$ cat src/rtl/cache_pkg.sv
// Shared types and sizes for the cache line refill engine.
// Lines are LINE_WORDS 32-bit words; slot/offset arithmetic wraps modulo 4.
package cache_pkg;

    localparam int LINE_WORDS  = 4;
    localparam int WORD_W      = 32;
    localparam int LINE_ADDR_W = 28;
    localparam int CNT_W       = 3;
    localparam int SLOT_W      = 2;

    typedef enum logic [1:0] {
        ST_IDLE,
        ST_FILL,
        ST_DRAIN,
        ST_DONE
    } refill_state_e;

    // Wrapping word offset: critical word plus beat count, modulo 4.
    function automatic logic [SLOT_W-1:0] wrap_slot(
        input logic [SLOT_W-1:0] crit,
        input logic [SLOT_W-1:0] cnt
    );
        return crit + cnt;
    endfunction

endpackage

$ cat src/rtl/cache_refill_buf.sv
// Line buffer for the refill engine: one word slot written per enabled cycle.
// Unwritten slots keep their previous contents; reset clears the whole line.
module cache_refill_buf
    import cache_pkg::*;
#(
    parameter int NUM_SLOTS = 4
) (
    input  logic                          i_hclk,
    input  logic                          i_hreset,
    input  logic                          wr_en,
    input  logic [SLOT_W-1:0]             wr_slot,
    input  logic [WORD_W-1:0]             wr_data,
    output logic [NUM_SLOTS*WORD_W-1:0]   line
);

    always_ff @(posedge i_hclk) begin
        if (i_hreset) begin
            line <= '0;
        end else if (wr_en) begin
            line[int'(wr_slot)*WORD_W +: WORD_W] <= wr_data;
        end
    end

endmodule

$ cat src/rtl/cache_line_refill.sv
// Critical-word-first cache line refill engine: issues four wrapping word reads
// downstream, forwards the critical word early and signals when the line is full.
module cache_line_refill #(
    parameter int LINE_WORDS = 4
) (
    input  logic                                           i_hclk,
    input  logic                                           i_hreset,
    input  logic                                           i_req,
    input  logic [cache_pkg::LINE_ADDR_W+cache_pkg::SLOT_W-1:0] i_req_addr,
    output logic                                           o_busy,
    output logic                                           o_crit_valid,
    output logic [cache_pkg::WORD_W-1:0]                   o_crit_data,
    output logic                                           o_done,
    output logic [LINE_WORDS*cache_pkg::WORD_W-1:0]        o_line,
    output logic [cache_pkg::LINE_ADDR_W-1:0]              o_line_addr,
    output logic                                           o_sel,
    output logic [cache_pkg::LINE_ADDR_W+cache_pkg::SLOT_W-1:0] o_addr,
    input  logic [cache_pkg::WORD_W-1:0]                   i_rdata,
    input  logic                                           i_ready
);

    import cache_pkg::*;

    localparam logic [CNT_W-1:0] LAST_BEAT = CNT_W'(LINE_WORDS - 1);
    localparam logic [CNT_W-1:0] ALL_BEATS = CNT_W'(LINE_WORDS);

    refill_state_e       state_q, state_d;
    logic [CNT_W-1:0]    acnt_q, dcnt_q;
    logic [SLOT_W-1:0]   crit_q;
    logic                pending_q;
    logic                addr_beat, data_beat;

    assign addr_beat = o_sel && i_ready;
    assign data_beat = pending_q && i_ready;

    always_comb begin
        state_d = state_q;
        o_sel   = (state_q == ST_FILL) && (acnt_q < ALL_BEATS);
        o_busy  = (state_q != ST_IDLE);
        o_done  = (state_q == ST_DONE);
        o_addr  = {o_line_addr, wrap_slot(crit_q, acnt_q[SLOT_W-1:0])};
        case (state_q)
            ST_IDLE:  if (i_req) state_d = ST_FILL;
            ST_FILL:  if (addr_beat && acnt_q == LAST_BEAT) state_d = ST_DRAIN;
            ST_DRAIN: if (data_beat && dcnt_q == LAST_BEAT) state_d = ST_DONE;
            ST_DONE:  state_d = ST_IDLE;
            default:  state_d = ST_IDLE;
        endcase
    end

    // An address beat always leaves a data beat pending; a lone data beat retires it.
    always_ff @(posedge i_hclk) begin
        if (i_hreset) begin
            state_q      <= ST_IDLE;
            acnt_q       <= '0;
            dcnt_q       <= '0;
            crit_q       <= '0;
            pending_q    <= 1'b0;
            o_line_addr  <= '0;
            o_crit_valid <= 1'b0;
            o_crit_data  <= '0;
        end else begin
            state_q      <= state_d;
            o_crit_valid <= data_beat && (dcnt_q == '0);
            if (data_beat && dcnt_q == '0) begin
                o_crit_data <= i_rdata;
            end
            if (state_q == ST_IDLE && i_req) begin
                o_line_addr <= i_req_addr[LINE_ADDR_W+SLOT_W-1:SLOT_W];
                crit_q      <= i_req_addr[SLOT_W-1:0];
                acnt_q      <= '0;
                dcnt_q      <= '0;
                pending_q   <= 1'b0;
            end else begin
                if (addr_beat) begin
                    acnt_q <= acnt_q + CNT_W'(1);
                end
                if (data_beat) begin
                    dcnt_q <= dcnt_q + CNT_W'(1);
                end
                if (addr_beat) begin
                    pending_q <= 1'b1;
                end else if (data_beat) begin
                    pending_q <= 1'b0;
                end
            end
        end
    end

    cache_refill_buf #(
        .NUM_SLOTS (LINE_WORDS)
    ) u_buf (
        .i_hclk   (i_hclk),
        .i_hreset (i_hreset),
        .wr_en    (data_beat),
        .wr_slot  (wrap_slot(crit_q, dcnt_q[SLOT_W-1:0])),
        .wr_data  (i_rdata),
        .line     (o_line)
    );

endmodule
$ cat config.mk
export PLATFORM = sky130hd
export DESIGN_NAME = cache_line_refill
export DESIGN_NICKNAME = d
export VERILOG_FILES = /design/src/rtl/cache_pkg.sv /design/src/rtl/cache_refill_buf.sv /design/src/rtl/cache_line_refill.sv
export SDC_FILE = /design/constraint.sdc
export NUM_CORES = 1
export LEC_CHECK = 0
export ABC_CLOCK_PERIOD_IN_PS = 3780
export BUFFER_PORTS_ARGS = -buffer_cell sky130_fd_sc_hd__clkbuf_2
export CORE_MARGIN = 2
export CORE_UTILIZATION = 40
export CTS_CLUSTER_DIAMETER = 100
export DETAILED_ROUTE_END_ITERATION = 6
export GPL_TIMING_DRIVEN = 0
export PLACE_DENSITY = 0.74
export SETUP_SLACK_MARGIN = 0.5
export SLEW_MARGIN = 20
export SYNTH_ARGS = -nofsm -noshare
export SYNTH_HDL_FRONTEND = slang
export SYNTH_SLANG_ARGS = --single-unit
export TNS_END_PERCENT = 20
$ cat constraint.sdc
create_clock -name i_hclk -period 3.78 [get_ports i_hclk]
set_input_delay 0.756 -clock i_hclk [delete_from_list [all_inputs] [get_ports i_hclk]]
set_output_delay 0.756 -clock i_hclk [all_outputs]
set_load 0.01 [all_outputs]
==> results.cfg, run 1 <==
[logic_synthesis]
synth_seq_cells = 200
yosys_warnings = 0
post_synth.cell_area_avg_um2 = 8.43
yosysSeqAreaShare_pct = 52.0
synth_top_cell_area_share_pct = 52.0
post_synth_inst_count = 914
synth.lib_cells_used.distinct = 31
netlist.top_cell.by_area = dfxtp_1
mappedNetlistArea_um2 = 7700
synth.top_cells.by_area = dfxtp_1, a21oi_1, nand2_1, nand3_1, a22oi_1
syn-num-nets = 994

[drt]
drtAntennaViolNets = 0
wl_per_cell_um = 16.7
vias_per_cell = 4.98
drtIter0Drc = 412
detail_route.wirelength_um = 24900
drcViolationCount = 0
route.vias.total = 7428
first_pass_iters = 5

[clocking]
postCtsHoldBufs = 0
root_buffer = clkbuf_16
cts_max_level = 4
cts.path.max_buffers = 2
tritoncts = done
clock_buffer_count_from_cts = 17
clk-insertion-delay-late_ns = 0.43
cts-resized-gates = 0
postCtsSetupBuffers = 0
clkSlewWorstSetupHoldPaths_ns = 0.07
cts.sink_count = 200

[timing]
clock.fmax_ghz = 0.345
fin_tns_setup_ns = 0
worst_slew_margin_rel_pct = 39.9
fin_hold_ws_ns = 0.453
worst_clock_skew_ns = 0.0132
rsz0062_at_grt = no
setup_violations = 0
finalCriticalPeriod_ns = 2.90
maxSlewViolCount = 0
setup_slack_ns = 0.879
report.final.hold_viol_count = 0
fin_crit_share_pct = 76.7
worstMarginPinSlew_ns = 0.902

[grt]
grt_pass1_wl_um = 37100
first_global_vias = 6842
antenna_found_initial = 0
largest_net_degree_at_the_start_of_global_routing = 18
grt_remaining_overflow = 0
gr-usage-all-layers_pct = 23.7

[hold_path]
hold_class = register to register

[flow_run]
max_cap_violations = 0

[placement]
port_buffers = 285
preCtsSetupSlack_ns = 0.925
dp_hpwl_um = 18500
dpl_cell_area_um2 = 9450
gpl.final_weighted_congestion = 0.877
placedCellCount = 1459

[floorplanning]
ioPinCount = 288
die-area_um2 = 20400
placeableCoreArea_um2 = 18800
num_rows = 50
floorplan.die.height_um = 143
die-width_um = 143
start_util_pct = 40.9

[worst_setup_path]
critPathRequiredTime_ns = 4.14
cp_max_fo = 10
timing.critical_path.from_type = register
worst_setup_path_end_kind = register
timing_worst_setup_path_type = register to register
worst-endpoint-arrival_ns = 3.26

[layout]
layout_common_cells = clkbuf_2, nand2_1, dfxtp_1
final_design_area_no_fill_um2 = 10100
fillerInstances = 1795
antenna_cells = 0
areaGrowthSynthToFinish_pct = 30.8
layout-drive-gt1-share_pct = 31.2
final-instance-count-excl-fill = 1491
layout.cells.most_common = clkbuf_2
nNetsFinal = 1298

[power_and_ir_drop]
reported_leakage_power_nw = 4.19
power.ir.vdd_worst_mv = 0.317
p_per_area_nw_per_um2 = 508

[outcome]
run_status = finished, final reports clean
[kinds of logic (layout without fill, tap and decap cells)]
logic type,after synthesis,after routing,synth area share (%)
flops,200,200,52.0
compound gates,199,199,14.6
buf+inv,110,427,7.23
xor+xnor,5,5,0.780
fa+ha+maj,14,14,2.27
mux,1,1,0.130
simple gates,385,385,23.0
[final cells by class]
cell class / count / area, um^2 / share of cell area, %
clock buffer: 20 / 457 / 4.53
inverter: 9 / 33.8 / 0.335
tap: 260 / 325 / 3.23
buffer: 101 / 523 / 5.19
clock inverter: 12 / 164 / 1.63
multi-input combinational: 604 / 3140 / 31.2
sequential: 200 / 4000 / 39.7
timing repair buffer: 285 / 1430 / 14.2
[Yosys cell counts]
| cell | count |
|---|---|
| dfxtp_1 | 200 |
| o21ai_0 | 1 |
| and3_1 | 3 |
| buf_6 | 3 |
| clkbuf_1 | 55 |
| nor2_1 | 38 |
| and2_1 | 3 |
| nand2b_1 | 36 |
| a21oi_2 | 10 |
| nand2_1 | 200 |
| xor3_2 | 1 |
| buf_1 | 2 |
| a211oi_1 | 1 |
| xnor2_1 | 3 |
| nor3_4 | 1 |
| a22oi_1 | 32 |
| ha_1 | 14 |
| buf_4 | 28 |
| o211a_1 | 1 |
| nor4b_4 | 1 |
| nor2b_1 | 1 |
| nor4_2 | 1 |
| mux2i_1 | 1 |
| inv_1 | 9 |
| a21oi_1 | 153 |
| nand3_1 | 90 |
| nand3_2 | 10 |
| nand3b_1 | 1 |
| buf_2 | 13 |
| xor2_1 | 1 |
| o21a_1 | 1 |
[where the power goes]
group | internal [mW] | switching (mW) | total [mW]
sequential | 2.20 | 0.0722 | 2.27
clock | 1.09 | 0.830 | 1.92
combinational | 0.345 | 0.586 | 0.931
[routing by layer]
| layer | GRT usage [%] | part of all wire [%] |
|---|---|---|
| met3 | 6.77 | 7.2 |
| met4 | 7.30 | 2.3 |
| met1 | 28.5 | 41 |
| met2 | 41.0 | 49 |
| met5 | 0 | 0 |
[path summary, 6_finish.rpt]
check	start	end	slack, ns	cells past startpoint
worst max-delay path	dcnt_q[0]	u_buf.line[54]	0.88	7
worst min-delay path	o_crit_data[19]	o_crit_data[19]	0.45	2
worst max register to register	dcnt_q[0]	u_buf.line[54]	0.88	7
worst min register to register	o_crit_data[19]	o_crit_data[19]	0.45	2
[state kept, by name (all words and copies together), names as in the netlist]
name,flops
u_buf.line,128
o_crit_data,32
o_line_addr,28
acnt_q,3
dcnt_q,3
crit_q,2
state_q,2
o_crit_valid,1
pending_q,1
[critical path: stages, from the launching register on]
cell      delay [ns]
dfxtp_1         0.36
ha_1            0.51
inv_1           0.11
ha_1            0.37
nor4_2          0.76
clkbuf_1        0.43
a22oi_1         0.16
nor2_1          0.13
[through the flow]
stage,power [mW],util (%)
6_report,5.12,53.5
5_1_grt,5.35,53.5
4_1_cts,5.16,53.5
3_5_place_dp,3.25,50.2
3_3_place_gp,3.24,50.2
2_1_floorplan,2.88,-
No activity file was read; power rests on OpenSTA's default activity.
==> run 2: changes to the inputs <==
- ABC_CLOCK_PERIOD_IN_PS: 3780 -> 2600
- PLACE_DENSITY: 0.74 -> 0.77
- clock period: 3.78 -> 2.6 ns (I/O delays scaled with it)
==> results.cfg, run 2 (same netlist as run 1, synthesis figures left out) <==
[worst_setup_path]
cp_cell_sequence = xor3_2 > ha_4 > buf_6 > nor4_4 > buf_4 > buf_8 > a22oi_2 > nor2_1
critical-path-max-stage-delay_ns = 0.50
timing_worst_setup_path_type = register to register
worst_setup_path_end_kind = register
worst-endpoint-arrival_ns = 2.50
critPathRequiredTime_ns = 2.96
crit_path_top_delay_cell = xor3_2
timing.critical_path.from_type = register
path_delay_family = XOR/XNOR gates
cp_max_fo = 5
worstPathBufferInverterCount = 3

[grt]
largest_net_degree_at_the_start_of_global_routing = 18
antenna_found_initial = 0
grt_remaining_overflow = 0
gr-usage-all-layers_pct = 24.2
first_global_vias = 6927
grt_pass1_wl_um = 37900

[floorplanning]
ioPinCount = 288
start_util_pct = 40.9
die-area_um2 = 20400
placeableCoreArea_um2 = 18800
die-width_um = 143
num_rows = 50
floorplan.die.height_um = 143

[clocking]
root_buffer = clkbuf_16
cts_max_level = 4
tritoncts = done
clock_buffer_count_from_cts = 17
clk-insertion-delay-late_ns = 0.43
postCtsHoldBufs = 0
cts.sink_count = 200
clkSlewWorstSetupHoldPaths_ns = 0.07
cts.path.max_buffers = 2

[outcome]
run_status = finished, final reports clean

[power_and_ir_drop]
power.ir.vdd_worst_mv = 0.498
p_per_area_nw_per_um2 = 720
fin_total_pwr_mw = 7.60
reported_leakage_power_nw = 4.42

[timing]
setup_slack_ns = 0.458
worst_clock_skew_ns = 0.0128
maxSlewViolCount = 0
worst_slew_margin_rel_pct = 45.0
clock.fmax_ghz = 0.467
rsz0062_at_grt = yes
fin_crit_share_pct = 82.4
report.final.hold_viol_count = 0
setup_violations = 0
finalCriticalPeriod_ns = 2.14
worstMarginPinSlew_ns = 0.825

[layout]
areaGrowthSynthToFinish_pct = 36.9
layout_common_cells = clkbuf_2, nand2_1, dfxtp_1
layout-drive-gt1-share_pct = 36.4
final_design_area_no_fill_um2 = 10500
layout.cells.most_common = clkbuf_2
fin_util_pct = 56.0
largestRegisters = u_buf.line x128, o_crit_data x32, o_line_addr x28
final-instance-count-excl-fill = 1514
largest_reg_flops = 128
nNetsFinal = 1322
antenna_cells = 0
regMostFlops = u_buf.line

[placement]
placedCellCount = 1459
gpl.final_weighted_congestion = 0.824
preCtsSetupSlack_ns = -0.156
port_buffers = 285
dp_hpwl_um = 18400
dpl_cell_area_um2 = 9460

[drt]
first_pass_iters = 5
drtAntennaViolNets = 0
wl_per_cell_um = 16.6
route.vias.total = 7469
detail_route.wirelength_um = 25200
drcViolationCount = 0
drtIter0Drc = 322
vias_per_cell = 4.93

[hold_path]
hold_class = primary input to register

[flow_run]
max_cap_violations = 0
==> run 2: worst paths after layout <==
| path | startpoint | end | slack [ns] | depth (start not counted) |
|---|---|---|---|---|
| worst min-delay path | i_req_addr[27] | o_line_addr[25] | 0.30 | 3 |
| worst max-delay path | crit_q[1] | u_buf.line[63] | 0.46 | 8 |
| worst max register to register | crit_q[1] | u_buf.line[63] | 0.46 | 8 |
| worst min register to register | u_buf.line[84] | u_buf.line[84] | 0.45 | 2 |
==> run 2: per-stage QoR <==
step | TNS, ns | hold slack [ns]
global route | 0 | 0.301
finish | 0 | 0.303
floorplan | 0 | 0.457
detailed placement | -6.50 | 0.446
CTS | 0 | 0.291
global placement | -5.41 | 0.438
==> run 2: final cells by class <==
type	instances	area, um^2
Clock buffer	20	447
Fill cell	1734	8290
Inverter	9	33.8
Tap cell	260	325
Multi-Input combinational cell	604	3310
Buffer	101	626
Clock inverter	11	161
Sequential cell	200	4010
Timing Repair Buffer	309	1630
==> run 2: per-layer routing <==
layer | vias up | track usage, % | wire [um] | part of all wire, %
met4 | 0 | 8.08 | 599 | 2.4
met1 | 3480 | 29.4 | 10500 | 42
met5 | - | 0 | 0 | 0
li1 | 3674 | - | - | -
met2 | 274 | 41.6 | 12300 | 49
met3 | 41 | 6.30 | 1750 | 6.9
==> run 2: worst min-delay path, cell delays in order <==
cell	delay, ns
clkbuf_2	0.08
nand2_1	0.04
a21oi_1	0.05
==> run 2: power by group <==
part | switching [mW] | total [mW] | internal (mW)
sequential | 0.103 | 3.30 | 3.20
clock | 1.21 | 2.77 | 1.56
combinational | 0.891 | 1.53 | 0.636
==> run 2: repair_timing <==
action / in CTS / in global routing
setup endpoints to repair: 128 / 129
buffers inserted: 12 / 7
cloned: 5 / 0
pin swaps: 16 / 26
gates resized for setup: 59 / 37
==> run 3: changes to the inputs <==
- ABC_CLOCK_PERIOD_IN_PS: 2600 -> 1800
- clock period: 2.6 -> 1.8 ns (I/O delays scaled with it)
==> results.cfg, run 3 (same netlist as run 1, synthesis figures left out) <==
[layout]
layout-drive-gt1-share_pct = 49.6
largest_reg_flops = 128
fin_util_pct = 64.1
antenna_cells = 0
largestRegisters = u_buf.line x128, o_crit_data x32, o_line_addr x28
nNetsFinal = 1324
final_design_area_no_fill_um2 = 12100
areaGrowthSynthToFinish_pct = 56.7
regMostFlops = u_buf.line
layout.cells.most_common = clkbuf_2
layout_common_cells = clkbuf_2, nand2_1, dfxtp_1

[grt]
antenna_found_initial = 0
largest_net_degree_at_the_start_of_global_routing = 22
grt_pass1_wl_um = 40000
gr-usage-all-layers_pct = 25.4
first_global_vias = 7158
grt_remaining_overflow = 0

[drt]
drtIter0Drc = 412
first_pass_iters = 5
drtAntennaViolNets = 0
vias_per_cell = 5.15
route.vias.total = 7817
wl_per_cell_um = 18.7
drcViolationCount = 0
detail_route.wirelength_um = 28400

[timing]
setup_violations = 129
worst_slew_margin_rel_pct = 46.7
clock.fmax_ghz = 0.462
setup_slack_ns = -0.362
report.final.hold_viol_count = 0
finalCriticalPeriod_ns = 2.16
rsz0062_at_grt = yes
fin_hold_ws_ns = 0.140
worstMarginPinSlew_ns = 0.799
maxSlewViolCount = 0
fin_crit_share_pct = 120
worst_clock_skew_ns = 0.0142
fin_tns_setup_ns = -30.32

[hold_path]
worstHoldStart = i_req_addr[2]
worst_hold_path_cells = 3
hold-path-endpoint = o_line_addr[0]
hold_class = primary input to register

[worst_setup_path]
worstPathBufferInverterCount = 3
origin_of_the_critical_flop_to_flop_path = crit_q[1]
path_delay_family = buffers and inverters
worst-r2r-cell-count = 8
critical-path-max-stage-delay_ns = 0.48
r2r_slack_ns = -0.36
critical_path.most_common_cell = buf_6
timing_worst_setup_path_type = register to register
timing.critical_path.from_type = register
cp_max_fo = 6
rr_endpoint = u_buf.line[51]
worst-endpoint-arrival_ns = 2.53
critPathRequiredTime_ns = 2.16
worst_setup_path_end_kind = register
crit_path_top_delay_cell = xor3_2
cp_cell_sequence = xor3_2 > ha_4 > buf_6 > nor4_4 > buf_6 > clkbuf_8 > a22oi_2 > nor2_1

[floorplanning]
die-area_um2 = 20400
floorplan.die.height_um = 143
start_util_pct = 40.9
placeableCoreArea_um2 = 18800
ioPinCount = 288
num_rows = 50
die-width_um = 143

[power_and_ir_drop]
power.ir.vdd_worst_mv = 0.635
reported_leakage_power_nw = 4.79
p_per_area_nw_per_um2 = 998

[placement]
preCtsSetupSlack_ns = -0.622
dpl_cell_area_um2 = 9580
gpl.final_weighted_congestion = 0.850
dp_hpwl_um = 18900
port_buffers = 285

[clocking]
clock_buffer_count_from_cts = 17
clkSlewWorstSetupHoldPaths_ns = 0.08
root_buffer = clkbuf_16
postCtsHoldBufs = 0
clk-insertion-delay-late_ns = 0.43
cts.sink_count = 200
tritoncts = done
cts.path.max_buffers = 2
cts_max_level = 4

[flow_run]
max_cap_violations = 0

[outcome]
run_status = finished with violations
violations_in_the_final_reports = negative setup slack
==> run 3: cell types whose count changed in the layout (fill, tap and decap cells not counted), sizes merged <==
cell	previous run	this run
buf	78	167
bufinv	3	1
clkbuf	352	263
clkinv	0	8
clkinvlp	3	0
==> run 3: stage by stage <==
stage / power [mW] / std cells
2_1_floorplan: 6.15 / 914
3_3_place_gp: 6.93 / 1459
3_5_place_dp: 6.97 / 1459
4_1_cts: 11.7 / 1508
5_1_grt: 12.5 / 1517
6_report: 12.0 / 1517
==> run 3: cell type report <==
cell class	instances	area (um^2)
sequential	200	4110
fill	1532	6760
buffer	101	985
inverter	9	46.3
clock inverter	14	206
clock buffer	18	429
tap	260	325
timing repair buffer	311	2220
multi-input combinational	604	3750
==> run 3: timing repair <==
action                     in CTS  in global routing
setup endpoints to repair     276                380
gates cloned                    5                  3
pin swaps                     102                 72
buffers inserted               12                  6
resized for setup             283                243
==> run 3: worst max path at each step <==
stage / end / slack, ns / cells past startpoint / start
after global routing: u_buf.line[41] / -0.39 / 8 / crit_q[1]
after floorplan: u_buf.line[66] / -0.16 / 7 / crit_q[1]
final: u_buf.line[51] / -0.36 / 8 / crit_q[1]
after detailed placement: u_buf.line[41] / -0.62 / 9 / crit_q[0]
after CTS: u_buf.line[41] / -0.47 / 10 / crit_q[0]
after global placement: u_buf.line[37] / -0.57 / 9 / crit_q[0]
==> run 3: layer usage <==
layer / global-route usage, % / vias to the layer above / wire length [um]
met5: 0 / - / 0
met1: 31.2 / 3744 / 11600
met4: 7.82 / 0 / 591
li1: - / 3694 / -
met3: 6.20 / 36 / 2010
met2: 44.0 / 343 / 14200
==> run 3: worst register-to-register path: stages (launching register included) <==
cell,delay [ns]
dfxtp_2,0.34
xor3_2,0.48
ha_4,0.25
buf_6,0.12
nor4_4,0.31
buf_6,0.21
clkbuf_8,0.18
a22oi_2,0.07
nor2_1,0.13
==> run 3: power by group <==
group	internal, mW	total [mW]	switching (mW)	leakage (nW)
Combinational	1.59	3.11	1.52	2.84
Sequential	4.67	4.90	0.235	1.65
Clock	2.04	4.03	1.99	0.304
